==> src/rtl/circle_draw_pkg.sv <==
// Shared widths, FSM state encoding and octant index type for the midpoint circle rasteriser.
package circle_draw_pkg;

  localparam int unsigned X_W = 9;
  localparam int unsigned Y_W = 8;
  localparam int unsigned R_W = 9;
  localparam int unsigned D_W = 12;

  typedef enum logic [1:0] {
    StLoad = 2'd0,
    StPlot = 2'd1,
    StStep = 2'd2,
    StDone = 2'd3
  } state_e;

  typedef logic [2:0] oct_t;

endpackage

==> src/rtl/circle_draw_1_octant_mux.sv <==
// Maps the current (x,y) step offset and octant index k onto one of the eight symmetric pixels.
module circle_octant_mux
  import circle_draw_pkg::*;
(
  input  logic [X_W-1:0] xl,
  input  logic [Y_W-1:0] yl,
  input  logic [R_W-1:0] x,
  input  logic [R_W-1:0] y,
  input  oct_t           k,
  output logic [X_W-1:0] px,
  output logic [Y_W-1:0] py
);

  logic [R_W-1:0] a;
  logic [R_W-1:0] b;

  // k[2] swaps the roles of x and y, k[0] mirrors horizontally, k[1] vertically.
  assign a = k[2] ? y : x;
  assign b = k[2] ? x : y;

  assign px = X_W'(k[0] ? ({xl[X_W-1], xl} - {1'b0, a}) : ({xl[X_W-1], xl} + {1'b0, a}));
  assign py = Y_W'(k[1] ? ({yl[Y_W-1], yl} - b) : ({yl[Y_W-1], yl} + b));

endmodule

==> src/rtl/circle_draw_1.sv <==
// Midpoint circle rasteriser: one perimeter pixel per clock, sticky done; one circle per reset.
// Defining CIRCLE_DRAW_VALID_EN adds a pixel_valid output flagging each newly emitted point.
module circle_draw_1
  import circle_draw_pkg::*;
(
  input  logic           clk,
  input  logic           reset,
  input  logic [X_W-1:0] xc,
  input  logic [Y_W-1:0] yc,
  input  logic [R_W-1:0] r,
  output logic [X_W-1:0] x_out,
  output logic [Y_W-1:0] y_out,
  output logic           done
`ifdef CIRCLE_DRAW_VALID_EN
  ,
  output logic           pixel_valid
`endif
);

  state_e                state_q, state_d;
  oct_t                  k_q, k_d;
  logic [X_W-1:0]        xl_q, xl_d;
  logic [Y_W-1:0]        yl_q, yl_d;
  logic [R_W-1:0]        x_q, x_d;
  logic [R_W-1:0]        y_q, y_d;
  logic signed [D_W-1:0] d_q, d_d;
  logic [X_W-1:0]        x_out_q, x_out_d;
  logic [Y_W-1:0]        y_out_q, y_out_d;
  logic                  done_q, done_d;

  logic [X_W-1:0]        px;
  logic [Y_W-1:0]        py;
  logic signed [D_W-1:0] xn, ycur, ydec, ynew;

  circle_octant_mux u_mux (
    .xl (xl_q),
    .yl (yl_q),
    .x  (x_q),
    .y  (y_q),
    .k  (k_q),
    .px (px),
    .py (py)
  );

  assign xn   = $signed({{(D_W-R_W){1'b0}}, x_q}) + 12'sd1;
  assign ycur = $signed({{(D_W-R_W){1'b0}}, y_q});
  assign ydec = ycur - 12'sd1;

  always_comb begin
    state_d = state_q;
    k_d     = k_q;
    xl_d    = xl_q;
    yl_d    = yl_q;
    x_d     = x_q;
    y_d     = y_q;
    d_d     = d_q;
    x_out_d = x_out_q;
    y_out_d = y_out_q;
    done_d  = done_q;
    ynew    = ycur;
    unique case (state_q)
      StLoad: begin
        xl_d    = xc;
        yl_d    = yc;
        x_d     = '0;
        y_d     = r;
        d_d     = 12'sd1 - $signed({{(D_W-R_W){1'b0}}, r});
        k_d     = '0;
        state_d = StPlot;
      end
      StPlot: begin
        x_out_d = px;
        y_out_d = py;
        k_d     = k_q + 3'd1;
        if (k_q == 3'd7) state_d = StStep;
      end
      StStep: begin
        x_d = R_W'(xn);
        if (d_q[D_W-1]) begin
          d_d = d_q + (xn <<< 1) + 12'sd1;
        end else begin
          ynew = ydec;
          y_d  = R_W'(ydec);
          d_d  = d_q + ((xn - ydec) <<< 1) + 12'sd1;
        end
        if (xn <= ynew) begin
          state_d = StPlot;
        end else begin
          state_d = StDone;
          done_d  = 1'b1;
        end
      end
      StDone: ;
      default: state_d = StLoad;
    endcase
  end

  always_ff @(posedge clk or negedge reset) begin
    if (!reset) begin
      state_q <= StLoad;
      k_q     <= '0;
      xl_q    <= '0;
      yl_q    <= '0;
      x_q     <= '0;
      y_q     <= '0;
      d_q     <= '0;
      x_out_q <= '0;
      y_out_q <= '0;
      done_q  <= 1'b0;
    end else begin
      state_q <= state_d;
      k_q     <= k_d;
      xl_q    <= xl_d;
      yl_q    <= yl_d;
      x_q     <= x_d;
      y_q     <= y_d;
      d_q     <= d_d;
      x_out_q <= x_out_d;
      y_out_q <= y_out_d;
      done_q  <= done_d;
    end
  end

  assign x_out = x_out_q;
  assign y_out = y_out_q;
  assign done  = done_q;

`ifdef CIRCLE_DRAW_VALID_EN
  logic pixel_valid_q;

  // The PLOT edge registers the point, so valid lags the PLOT state by one cycle.
  always_ff @(posedge clk or negedge reset) begin
    if (!reset) pixel_valid_q <= 1'b0;
    else        pixel_valid_q <= (state_q == StPlot);
  end

  assign pixel_valid = pixel_valid_q;
`endif

endmodule

==> config.mk <==
export PLATFORM = sky130hd
export DESIGN_NAME = circle_draw_1
export DESIGN_NICKNAME = d
export VERILOG_FILES = /design/src/rtl/circle_draw_pkg.sv /design/src/rtl/circle_draw_1_octant_mux.sv /design/src/rtl/circle_draw_1.sv
export SDC_FILE = /design/constraint.sdc
export NUM_CORES = 1
export LEC_CHECK = 0
export CAP_MARGIN = 30
export CELL_PAD_IN_SITES_DETAIL_PLACEMENT = 0
export CELL_PAD_IN_SITES_GLOBAL_PLACEMENT = 1
export CORE_UTILIZATION = 46
export DETAILED_ROUTE_END_ITERATION = 10
export PLACE_DENSITY = 0.91
export SKIP_CTS_REPAIR_TIMING = 1
export SLEW_MARGIN = 5
export SYNTH_ARGS = -nofsm -noshare
export SYNTH_HDL_FRONTEND = slang
export SYNTH_SLANG_ARGS = --single-unit
==> constraint.sdc <==
create_clock -name clk -period 5.5 [get_ports clk]
set_input_delay 0.825 -clock clk [delete_from_list [all_inputs] [get_ports clk]]
set_output_delay 0.825 -clock clk [all_outputs]
set_load 0.02 [all_outputs]
======== Word-level counts from Yosys, hierarchy flattened ========
Cells that the tools add are included.
cells by class
  $add $sub $neg .......................... 13
  multiply operators ...................... 0
  divide/modulo/power cells ............... 0
  $lt $le $gt $ge ......................... 1
  equal/unequal tests ..................... 5
  shift-type cells ........................ 0
  mux-type cells .......................... 15
  bitwise operators ....................... 1
  reduce and logical (&&, ||, !) cells .... 7
operators with widths
  kind                                                                 number
  12-bit 2-to-1 mux                                                    3
  9-bit one-hot mux with 2 select lines                                2
  9-bit 2-to-1 mux                                                     3
  12-bit adder                                                         2
  12-bit by 2-bit adder with 12-bit output, second input constant      2
  12-bit one-hot mux with 2 select lines                               1
  8-bit 2-to-1 mux                                                     2
  11-bit by 12-bit less-or-equal comparator with 1-bit output          1
  11-bit by 10-bit subtractor with 11-bit output                       1
  9-bit by 1-bit adder with 10-bit output, second input constant       1
  1-bit by 9-bit subtractor with 10-bit output, first input constant   1
  9-bit by 1-bit subtractor with 10-bit output, second input constant  1
  9-bit adder                                                          1
  9-bit subtractor                                                     1
  8-bit adder                                                          1
  8-bit subtractor                                                     1
  2-bit one-hot mux with 3 select lines                                1
  3-bit one-hot mux with 2 select lines                                1
  2-bit AND reduction                                                  3
  2-bit 2-to-1 mux                                                     2
  2-bit inequality test, second input constant                         2
  2-bit nonzero test                                                   2
  3-bit by 1-bit adder with 3-bit output, second input constant        1
  3-bit equality test, second input constant                           1
  other kinds (5)                                                      5
word-level totals
  flip-flop bits (word level) ............. 70
  latch bits .............................. 0
  RAM bits ................................ 0
  ROM bits ................................ 0
  input port bits ......................... 28
  output and inout bits ................... 18
  logic and storage cells ................. 52
  memories ................................ 0

======== Logic depth before layout (Yosys ltp) ========
Gate-level depths: netlist (run 1).
  depth in word-level cells ............... 6
  gate-level depth with buffers ........... 20
  mapped depth without buffers ............ 19

======== By module ========
A second synthesis (run 1) with hierarchy kept.
second synthesis, totals
  cells, all modules ...................... 700
  area total of the unflattened synthesis .. 6328.6 um^2
modules (own cells, without submodules)
  module             times used  cells each  area each (um^2)  sequential area each (um^2)
  circle_draw_1      1           544         5127.4            1751.7
  circle_octant_mux  1           156         1201.2            0.0

======== Least setup slack after synthesis (run 1) ========
Ideal clock, no wire load.
  path kind ............................... reg2reg
  from .................................... register x_q[0]
  to ...................................... register d_q[11]
  library setup time ...................... 0.129 ns
  data arrival time ....................... 3.711 ns
  data required time ...................... 5.371 ns
  slack ................................... 1.660 ns
  stages on the path, launching flop included .. 17
  buffers on the path ..................... 0
  period minus slack after synthesis ...... 3.840 ns
  path through ............................ dfrtp_1 -> ha_1 -> fa_1 -> a21oi_1 -> o211a_1 -> a31oi_1 -> a31oi_1 -> nor2_1 -> xor2_1 -> ha_1 -> a21o_1 -> a21o_1 -> a41o_1 -> a21o_1 -> a21oi_1 -> xnor2_1 -> o21ai_1
between the ends
  longest elaborated chain between the ends .. 6
  elaborated cells on any way between the ends .. 8
  classes of those cells .................. add/sub: 6; mux: 2
RTL lines
  element                                         RTL line              RTL
  start: declaration                              circle_draw_1.sv:24   logic [R_W-1:0] x_q, x_d;
  start signal: assignment                        circle_draw_1.sv:104  x_q <= '0;
  start signal: assignment                        circle_draw_1.sv:115  x_q <= x_d;
  9-bit by 1-bit adder with 10-bit output *       circle_draw_1.sv:45   assign xn = $signed({{(D_W-R_W){1'b0}}, x_q}) + 12'sd1;
  11-bit by 10-bit subtractor with 11-bit output  circle_draw_1.sv:84   d_d = d_q + ((xn - ydec) <<< 1) + 12'sd1;
  12-bit adder                                    circle_draw_1.sv:84
  12-bit by 2-bit adder with 12-bit output        circle_draw_1.sv:84
  12-bit 2-to-1 mux *                             circle_draw_1.sv:79   if (d_q[D_W-1]) begin
  12-bit one-hot mux with 2 select lines *        circle_draw_1.sv:61   unique case (state_q)
  end signal: assignment                          circle_draw_1.sv:106  d_q <= '0;
  end signal: assignment                          circle_draw_1.sv:117  d_q <= d_d;
  end: declaration                                circle_draw_1.sv:26   logic signed [D_W-1:0] d_q, d_d;
Every way passes the cells marked *; elsewhere a longest branch is shown, timed or not.
A chain may end at the register's enable or synchronous reset.

======== Worst setup path after layout (run 1) ========
Ends and elaborated chain as after synthesis.

==> results.toml, run 1 <==
[detailed_routing]
drc_errors = 0
dr.pass1.iters = 5
drt-initial-drc-count = 352
wl_um = 15580
via_per_inst = 5.705
vias = 5220
post_drt_wl_per_cell_um = 17.03
ant_nets = 0

[worst_setup_path]
slowest_delay_ns = 0.51
worstPathCellList = "ha_1 > nand3_1 > xnor2_1 > ha_1 > inv_1 > o211a_1 > a31oi_1 > a31oi_1 > nor2_1 > xor2_1 > ha_1 > a21o_1 > a21o_1 > a41o_1 > a21o_1 > a21oi_1 > xnor2_1 > o21ai_1"
path_buf_inv = 1
path_max_fanout = 10
crit_family = "compound AO/OA/AOI/OAI gates"
worstPathArrival_ns = 4.53
start_kind = "flop"
end_kind = "flop"
worstPathRequired_ns = 5.72
critPathKind = "reg2reg"
slowest_stage = "dfrtp_1"

[finish]
final_cell_mix = "dfrtp_1 (70), ha_1 (62), a21oi_1 (59)"
n_antenna_cell = 0
area_delta_synth_final_pct = 15.32
finalInstanceArea_mm2 = 0.007131
final_common_cell = "dfrtp_1"
seq_area_mm2 = 0.001752
final_layout_size_suffix_gt1_frac = 0.08748
multi_input_area_mm2 = 0.004148
fin_nets = 834
fill_cells = 1133

[place]
dpl_worst_slack_ns = 1.248
port-buffer-count = 45
place_congestion = 0.8971
dpl.hpwl_um = 11550
place_area_mm2 = 0.006763

[grt]
grt_max_degree = 71
grt.total_usage = 0.2381
grt_pass1_wl_um = 26320
grt.overflow.total = 0
antenna_found_initial = 0
grt_pass1_vias = 5362

[yosys]
synth_top_area_frac = 0.2833
ys_seq_elements = 70
ys_dominant_reg_cell = "dfrtp_1"
netlist_area_mm2 = 0.006183
syn_nets = 803
syn_inst = 707
avgSynthCellArea_um2 = 8.746
ys_seq_area_frac = 0.2833
ys_types = 63
synthTopCellsByArea = "dfrtp_1 (28%), ha_1 (13%), xnor2_1 (6.7%), mux2_2 (5.3%), a21oi_1 (4.8%)"
async_flop_share = 1.000
synth-warning-count = 0
yosys.area.top_type = "dfrtp_1"
synth-edff-count = 0

[timing]
layout_setup_ws_ns = 1.189
fin_crit_sh = 0.7838
tightest_slew_ns = 0.8304
setup_viol = 0
finClkSkew_ns = 0.005318
period_needed_ns = 4.311
slew_headroom = 0.4413
rsz0062_at_grt = "no"
fin_tns_setup_ns = 0
hold_viol = 0
fmax_mhz = 232.0
slew_viol_final = 0

[run]
maxCapViolations = 0

[floorplanning]
core_mm2 = 0.01288
die_h_um = 117.9
io_pins = 46
die_w_um = 117.9
dieArea_mm2 = 0.01391
rows = 41
start_util = 0.4802

[clocking]
htree_levels = 3
path_clk_slew_ns = 0.06
cts_tree = "yes"
numCtsBuffers = 9
clockBufferDepth = 2
clk_latency_ns = 0.35
clkSinkCount = 70
root_buffer = "clkbuf_16"

[hold_path]
hold_class = "in2async"

[outcome]
status = "finished, final reports clean"
layer usage:
metal / part of all wire / routed length [um] / global-route usage
met5: 0 / 0 / 0
met4: 0.024 / 378 / 0.08333
met3: 0.056 / 873 / 0.05475
met1: 0.43 / 6668 / 0.2871
met2: 0.49 / 7662 / 0.4129
kinds of logic after synthesis:
kind of cell             share of synthesized area
AO/OA/AOI/OAI                               0.1825
XOR/XNOR                                    0.1062
adder cells (fa/ha/maj)                     0.1485
buffers and inverters                      0.04634
flip-flops                                  0.2833
multiplexers                               0.08519
AND/OR/NAND/NOR                             0.1479
path summary, 6_finish.rpt:
path,from,end,slack [ns],cells after the start
min in group clk,done$_DFFE_PN0P_,done$_DFFE_PN0P_,0.48,1
max reg2reg,x_q[0]$_DFFE_PN0P_,d_q[11]$_DFFE_PN0P_,1.19,18
min,reset,y_out[1]$_DFFE_PN0P_,0.48,2
min reg2reg,done$_DFFE_PN0P_,done$_DFFE_PN0P_,0.48,1
max in group asynchronous,reset,xl_q[8]$_DFFE_PN0P_,4.48,3
max,x_q[0]$_DFFE_PN0P_,d_q[11]$_DFFE_PN0P_,1.19,18
synthesized netlist by cell type (4+ instances only):
library cell	instances
a211oi_1	13
a21o_1	15
a21oi_1	59
a31oi_1	10
and3_1	4
buf_2	4
clkbuf_1	25
dfrtp_1	70
fa_1	5
ha_1	63
inv_1	39
mux2_2	29
mux2i_1	20
nand2_1	53
nand2b_1	12
nand3_1	8
nor2_1	56
nor2b_1	13
nor3_1	12
nor4_1	5
o211ai_1	4
o21a_1	7
o21ai_0	44
o21bai_1	7
xnor2_1	47
xor2_1	28
per-stage QoR:
step | hold WS, ns | cells | utilization
floorplan | 0.4875 | 707 | -
global placement | 0.4636 | 898 | 0.5252
detailed placement | 0.4679 | 898 | 0.5252
CTS | 0.4845 | 914 | 0.5516
global route | 0.4992 | 915 | 0.5538
finish | 0.4768 | 915 | 0.5538
final cells by class:
class / instances / share of cell area
clock buffers: 11 / 0.03264
clock inverters: 5 / 0.01509
inverters: 40 / 0.02106
multi-input cells: 564 / 0.5817
flip-flops and latches: 70 / 0.2457
well taps: 172 / 0.03018
repair buffers: 53 / 0.07370
sequential cells by signal (all words and copies together) (netlist names):
name,cells
x_out,9
d_q,12
y_out,8
yl_q,8
xl_q,9
done,1
state_q,2
y_q,9
k_q,3
x_q,9
worst reg2reg max path, stage by stage (launching register included):
cell and delay (ns):
dfrtp_1 0.51, ha_1 0.30, nand3_1 0.12, xnor2_1 0.43, ha_1 0.32, inv_1 0.08, o211a_1 0.13, a31oi_1 0.24
a31oi_1 0.21, nor2_1 0.21, xor2_1 0.18, ha_1 0.29, a21o_1 0.21, a21o_1 0.17, a41o_1 0.23, a21o_1 0.18
a21oi_1 0.17, xnor2_1 0.14, o21ai_1 0.08
Power of run 1 is left out: the tool's default activity adds up to more than one toggle a clock period on the data nets, which glitch-free logic cannot reach.
==> inputs of run 2 (changes only) <==
Settings changed: CORE_UTILIZATION 46 to 42, PLACE_DENSITY 0.91 to 0.88.
Clock period 5.5 ns to 3.8 ns, I/O delays scaled along.
==> run 2 against run 1 <==
Highest routed layer unchanged. Sequential share of layout area fell by 1.1 points. Worst hold slack got worse by 0.18 ns. Clock skew is essentially flat. Setup slack got worse by 1.1 ns. Maximum frequency grew 18%. Via count grew 2.8%. Global-route usage fell by 1.2 points. Register-to-register slack worse by 1.1 ns.
==> results.toml, run 2 (synthesis gave the netlist of run 1 again) <==
[outcome]
status = "finished, final reports clean"

[clocking]
clkSinkCount = 70
clk_latency_ns = 0.35
cts_tree = "yes"
path_clk_slew_ns = 0.06
clockBufferDepth = 2
htree_levels = 3
root_buffer = "clkbuf_16"
numCtsBuffers = 9

[timing]
slew_viol_final = 0
slew_headroom = 0.3741
fin_tns_setup_ns = 0
period_needed_ns = 3.662
rsz0062_at_grt = "yes"
fmax_mhz = 273.1
finClkSkew_ns = 0.005804
fin_crit_sh = 0.9636
setup_viol = 0
hold_viol = 0
tightest_slew_ns = 0.9354

[grt]
grt.total_usage = 0.2264
grt.overflow.total = 0
grt_pass1_wl_um = 26390
grt_max_degree = 34
grt_pass1_vias = 5539
antenna_found_initial = 0

[place]
place_congestion = 0.9478
place_area_mm2 = 0.007028
port-buffer-count = 45
dpl.hpwl_um = 12370

[worst_setup_path]
path_max_fanout = 5
start_kind = "flop"
r2r-start = "x_q[1]$_DFFE_PN0P_"
reg2reg_depth = 17
worstPathRequired_ns = 4.03
worstPathArrival_ns = 3.89
critPathKind = "reg2reg"
r2r-end = "d_q[11]$_DFFE_PN0P_"
r2r_slack_ns = 0.14
end_kind = "flop"

[detailed_routing]
wl_um = 16110
ant_nets = 0
post_drt_wl_per_cell_um = 16.73
drt-initial-drc-count = 348
dr.pass1.iters = 7
vias = 5365
drc_errors = 0
via_per_inst = 5.571

[hold_path]
hold_class = "in2async"

[finish]
finalInstanceArea_mm2 = 0.007473
area_delta_synth_final_pct = 20.86
final_cell_mix = "dfrtp_1 (69), ha_1 (59), a21oi_1 (55)"
top_register = "d_q"
final_common_cell = "dfrtp_1"
final_layout_size_suffix_gt1_frac = 0.1686
fin_nets = 875
n_antenna_cell = 0
fill_cells = 1280
largest_reg_flops = 12

[floorplanning]
die_w_um = 123.3
rows = 43
start_util = 0.4387
core_mm2 = 0.01410
die_h_um = 123.3
io_pins = 46
dieArea_mm2 = 0.01521

[pwr]
power_per_cell_area_mw_per_mm2 = 1125
power.leakage_uw = 0.003249
total_power_uw = 8411
ir_drop_mv = 0.4805

[run]
maxCapViolations = 0
## run 2: cell types whose count changed in the layout (fill, tap and decap cells not counted), moves of 3 or more
cell / previous run / this run
a21oi_1: 59 / 55
a21oi_2: 0 / 3
a31oi_1: 10 / 7
a31oi_2: 0 / 3
buf_4: 7 / 49
bufinv_16: 3 / 0
clkinv_2: 0 / 3
ha_1: 62 / 59
## run 2: worst max-delay path by stage
stage / slack (ns) / startpoint / to / cells after the start
2_1_floorplan: 0.02 / y_q[0]$_DFFE_PN0P_ / d_q[11]$_DFFE_PN0P_ / 18
3_3_place_gp: 0.07 / y_q[0]$_DFFE_PN0P_ / d_q[11]$_DFFE_PN0P_ / 17
3_5_place_dp: -0.04 / y_q[1]$_DFFE_PN0P_ / d_q[11]$_DFFE_PN0P_ / 19
4_1_cts: -0.08 / y_q[1]$_DFFE_PN0P_ / d_q[11]$_DFFE_PN0P_ / 19
5_1_grt: -0.05 / y_q[0]$_DFFE_PN0P_ / d_q[11]$_DFFE_PN0P_ / 19
6_report: 0.14 / x_q[1]$_DFFE_PN0P_ / d_q[11]$_DFFE_PN0P_ / 17
## run 2: worst max-delay path, stage by stage, from the launching register on
cell,delay [ns]
dfrtp_1,0.40
ha_4,0.27
buf_4,0.14
fa_2,0.39
a21oi_4,0.20
o211a_1,0.19
a31oi_2,0.06
a31oi_2,0.25
nor2_2,0.06
xor2_1,0.16
ha_1,0.29
a21o_1,0.19
a21o_1,0.17
a41o_1,0.22
a21o_1,0.19
a21oi_2,0.15
xnor2_1,0.13
o21ai_1,0.08
## run 2: power breakdown
part	switching [uW]	internal, uW
clock network	344	436
logic	3180	3020
registers	316	1120
total	3840	4580
## run 2: layout make-up
cell class / instances / area [um2] / area share
repair buffers: 94 / 813.3 / 0.1088
multi-input cells: 564 / 4267 / 0.5709
clock buffers: 9 / 225.2 / 0.03014
inverters: 40 / 150.1 / 0.02009
well taps: 180 / 225.2 / 0.03014
clock inverters: 6 / 40.04 / 0.005357
flip-flops and latches: 70 / 1753 / 0.2346
## run 2: metrics by stage
stage / util / instances / hold WS [ns] / setup slack (ns)
4_1_cts: 0.5174 / 952 / 0.3187 / -0.07948
6_report: 0.5302 / 963 / 0.2934 / 0.1383
3_5_place_dp: 0.4986 / 937 / 0.4667 / -0.04486
3_3_place_gp: 0.4986 / 937 / 0.4740 / 0.06540
2_1_floorplan: - / 707 / 0.2744 / 0.01837
5_1_grt: 0.5302 / 963 / 0.3467 / -0.05139
## run 2: routing by layer
| metal | routed length [um] | vias up | global-route usage |
|---|---|---|---|
| met1 | 7206 | 2546 | 0.2750 |
| met2 | 7569 | 138 | 0.3869 |
| li1 | - | 2649 | - |
| met5 | 0 | - | 0 |
| met3 | 796 | 32 | 0.03875 |
| met4 | 539 | 0 | 0.1084 |
Note: power is estimated with default switching activity, not from simulation.
==> inputs of run 3 (changes only) <==
Settings changed: PLACE_DENSITY 0.88 to default, PLACE_DENSITY_LB_ADDON from default to 0.1, SKIP_CTS_REPAIR_TIMING 1 to default.
==> run 3 against run 2 <==
Setup slack barely moved. Design area rose by 0.87%. Final cell count rose by 0.21%. Via count fell by 1.7%. Worst hold slack got worse by 0.16 ns. Core utilization rose by 0.46 points. Power rose by 0.92%. Combinational power barely moved. Sequential share of layout area fell by 0.20 points.
==> results.toml, run 3 (synthesis gave the netlist of run 1 again) <==
[floorplanning]
rows = 43
core_mm2 = 0.01410
die_h_um = 123.3
io_pins = 46
dieArea_mm2 = 0.01521
die_w_um = 123.3
start_util = 0.4387

[pwr]
total_power_uw = 8489
power_per_cell_area_mw_per_mm2 = 1126
power.leakage_uw = 0.003251
ir_drop_mv = 0.3972

[worst_setup_path]
crit_family = "compound AO/OA/AOI/OAI gates"
r2r-start = "x_q[0]$_DFFE_PN0P_"
path_max_fanout = 4
end_kind = "flop"
slowest_delay_ns = 0.44
cpMostUsedCell = "a21o_1"
start_kind = "flop"
worstPathRequired_ns = 4.03
path_buf_inv = 0
r2r-end = "d_q[11]$_DFFE_PN0P_"
r2r_slack_ns = 0.14
critPathKind = "reg2reg"
reg2reg_depth = 16
worstPathArrival_ns = 3.89
worstPathCellList = "ha_4 > ha_1 > a21o_1 > a21o_1 > maj3_2 > a21oi_4 > maj3_2 > o21bai_1 > xnor2_1 > ha_1 > a21o_1 > a41o_1 > a21o_1 > a21oi_2 > xnor2_1 > o21ai_1"
slowest_stage = "dfrtp_2"

[finish]
fill_cells = 1296
final_cell_mix = "dfrtp_1 (69), ha_1 (60), nor2_1 (54)"
largest_reg_flops = 12
top_register = "d_q"
final_common_cell = "dfrtp_1"
fin_nets = 876
area_delta_synth_final_pct = 21.91
final_layout_size_suffix_gt1_frac = 0.1656
n_antenna_cell = 0

[place]
dpl_worst_slack_ns = -0.01841
dpl.hpwl_um = 12270
place_congestion = 0.8767
port-buffer-count = 45

[clocking]
numCtsBuffers = 9
cts_tree = "yes"
root_buffer = "clkbuf_16"
clkSinkCount = 70
clk_latency_ns = 0.36
holdBufCountCts = 0
path_clk_slew_ns = 0.07
clockBufferDepth = 2
htree_levels = 3

[grt]
grt_max_degree = 71
antenna_found_initial = 0
grt_pass1_vias = 5298
grt_pass1_wl_um = 26430
grt.overflow.total = 0
grt.total_usage = 0.2303

[outcome]
status = "finished, final reports clean"

[timing]
layout_setup_ws_ns = 0.1380
tightest_slew_ns = 0.9489
slew_viol_final = 0
period_needed_ns = 3.662
slew_headroom = 0.3651
fmax_mhz = 273.1
fin_crit_sh = 0.9637
holdWs_ns = 0.1352
hold_viol = 0
finClkSkew_ns = 0.009453
setup_viol = 0

[run]
maxCapViolations = 0

[detailed_routing]
vias = 5273
drt-initial-drc-count = 270
ant_nets = 0
wl_um = 16280
via_per_inst = 5.464
post_drt_wl_per_cell_um = 16.87
dr.pass1.iters = 4
drc_errors = 0

[hold_path]
hold_class = "in2async"
run 3: cell count changes in the layout (fill, tap and decap cells not counted), sizes merged:
cell,before,now
clkinvlp,1,3
clkbuf,9,10
inv,39,41
buf,50,51
clkinv,6,2
run 3: what timing repair did:
action / in CTS / in global routing
buffers inserted: 0 / 5
gates resized for setup: 3 / 22
endpoints found under the setup margin: 1 / 3
pin swaps: 1 / 14
run 3: final cells by class:
cell class,instances,area (um2),share of cell area
repair buffers,95,843.3,0.1119
flip-flops and latches,70,1753,0.2325
inverters,40,150.1,0.01992
clock inverters,6,45.04,0.005975
well taps,180,225.2,0.02988
clock buffers,10,239.0,0.03170
multi-input cells,564,4283,0.5681
run 3: worst register-to-register path, cell delays in order (launching register included):
cell and delay, ns:
dfrtp_2 0.44, ha_4 0.25, ha_1 0.29, a21o_1 0.18, a21o_1 0.20, maj3_2 0.34, a21oi_4 0.18, maj3_2 0.20
o21bai_1 0.09, xnor2_1 0.15, ha_1 0.31, a21o_1 0.16, a41o_1 0.22, a21o_1 0.19, a21oi_2 0.14, xnor2_1 0.13
o21ai_1 0.08
run 3: worst max path at each step:
stage | from | to | slack, ns | cells after the start
final | x_q[0]$_DFFE_PN0P_ | d_q[11]$_DFFE_PN0P_ | 0.14 | 16
after global routing | x_q[0]$_DFFE_PN0P_ | d_q[11]$_DFFE_PN0P_ | -0.03 | 16
after CTS | y_q[1]$_DFFE_PN0P_ | d_q[11]$_DFFE_PN0P_ | 0.005 | 17
after detailed placement | y_q[1]$_DFFE_PN0P_ | d_q[11]$_DFFE_PN0P_ | -0.02 | 19
after global placement | x_q[0]$_DFFE_PN0P_ | d_q[11]$_DFFE_PN0P_ | 0.05 | 16
after floorplan | y_q[0]$_DFFE_PN0P_ | d_q[11]$_DFFE_PN0P_ | 0.02 | 18
run 3: where the power goes:
group | leakage [uW] | switching, uW | internal [uW] | total (uW)
logic | 0.00228 | 3210 | 3010 | 6230
registers | 0.000839 | 312 | 1120 | 1430
clock network | 0.000132 | 368 | 463 | 831
run 3: metrics by stage:
| stage | utilization | cells | area (um2) | TNS [ns] |
|---|---|---|---|---|
| 2_1_floorplan | - | 707 | 6206 | 0 |
| 6_report | 0.5348 | 965 | 7538 | 0 |
| 5_1_grt | 0.5348 | 965 | 7538 | -0.03457 |
| 3_5_place_dp | 0.5020 | 943 | 7076 | -0.01841 |
| 3_3_place_gp | 0.5020 | 943 | 7076 | 0 |
| 4_1_cts | 0.5233 | 959 | 7376 | 0 |
run 3: per-layer routing:
layer | vias to the layer above | part of all wire | global-route usage | wire length [um]
met1 | 2498 | 0.45 | 0.2808 | 7341
met4 | 0 | 0.020 | 0.09036 | 321
li1 | 2645 | - | - | -
met2 | 110 | 0.49 | 0.4071 | 8033
met5 | - | 0 | 0 | 0
met3 | 20 | 0.036 | 0.03183 | 588
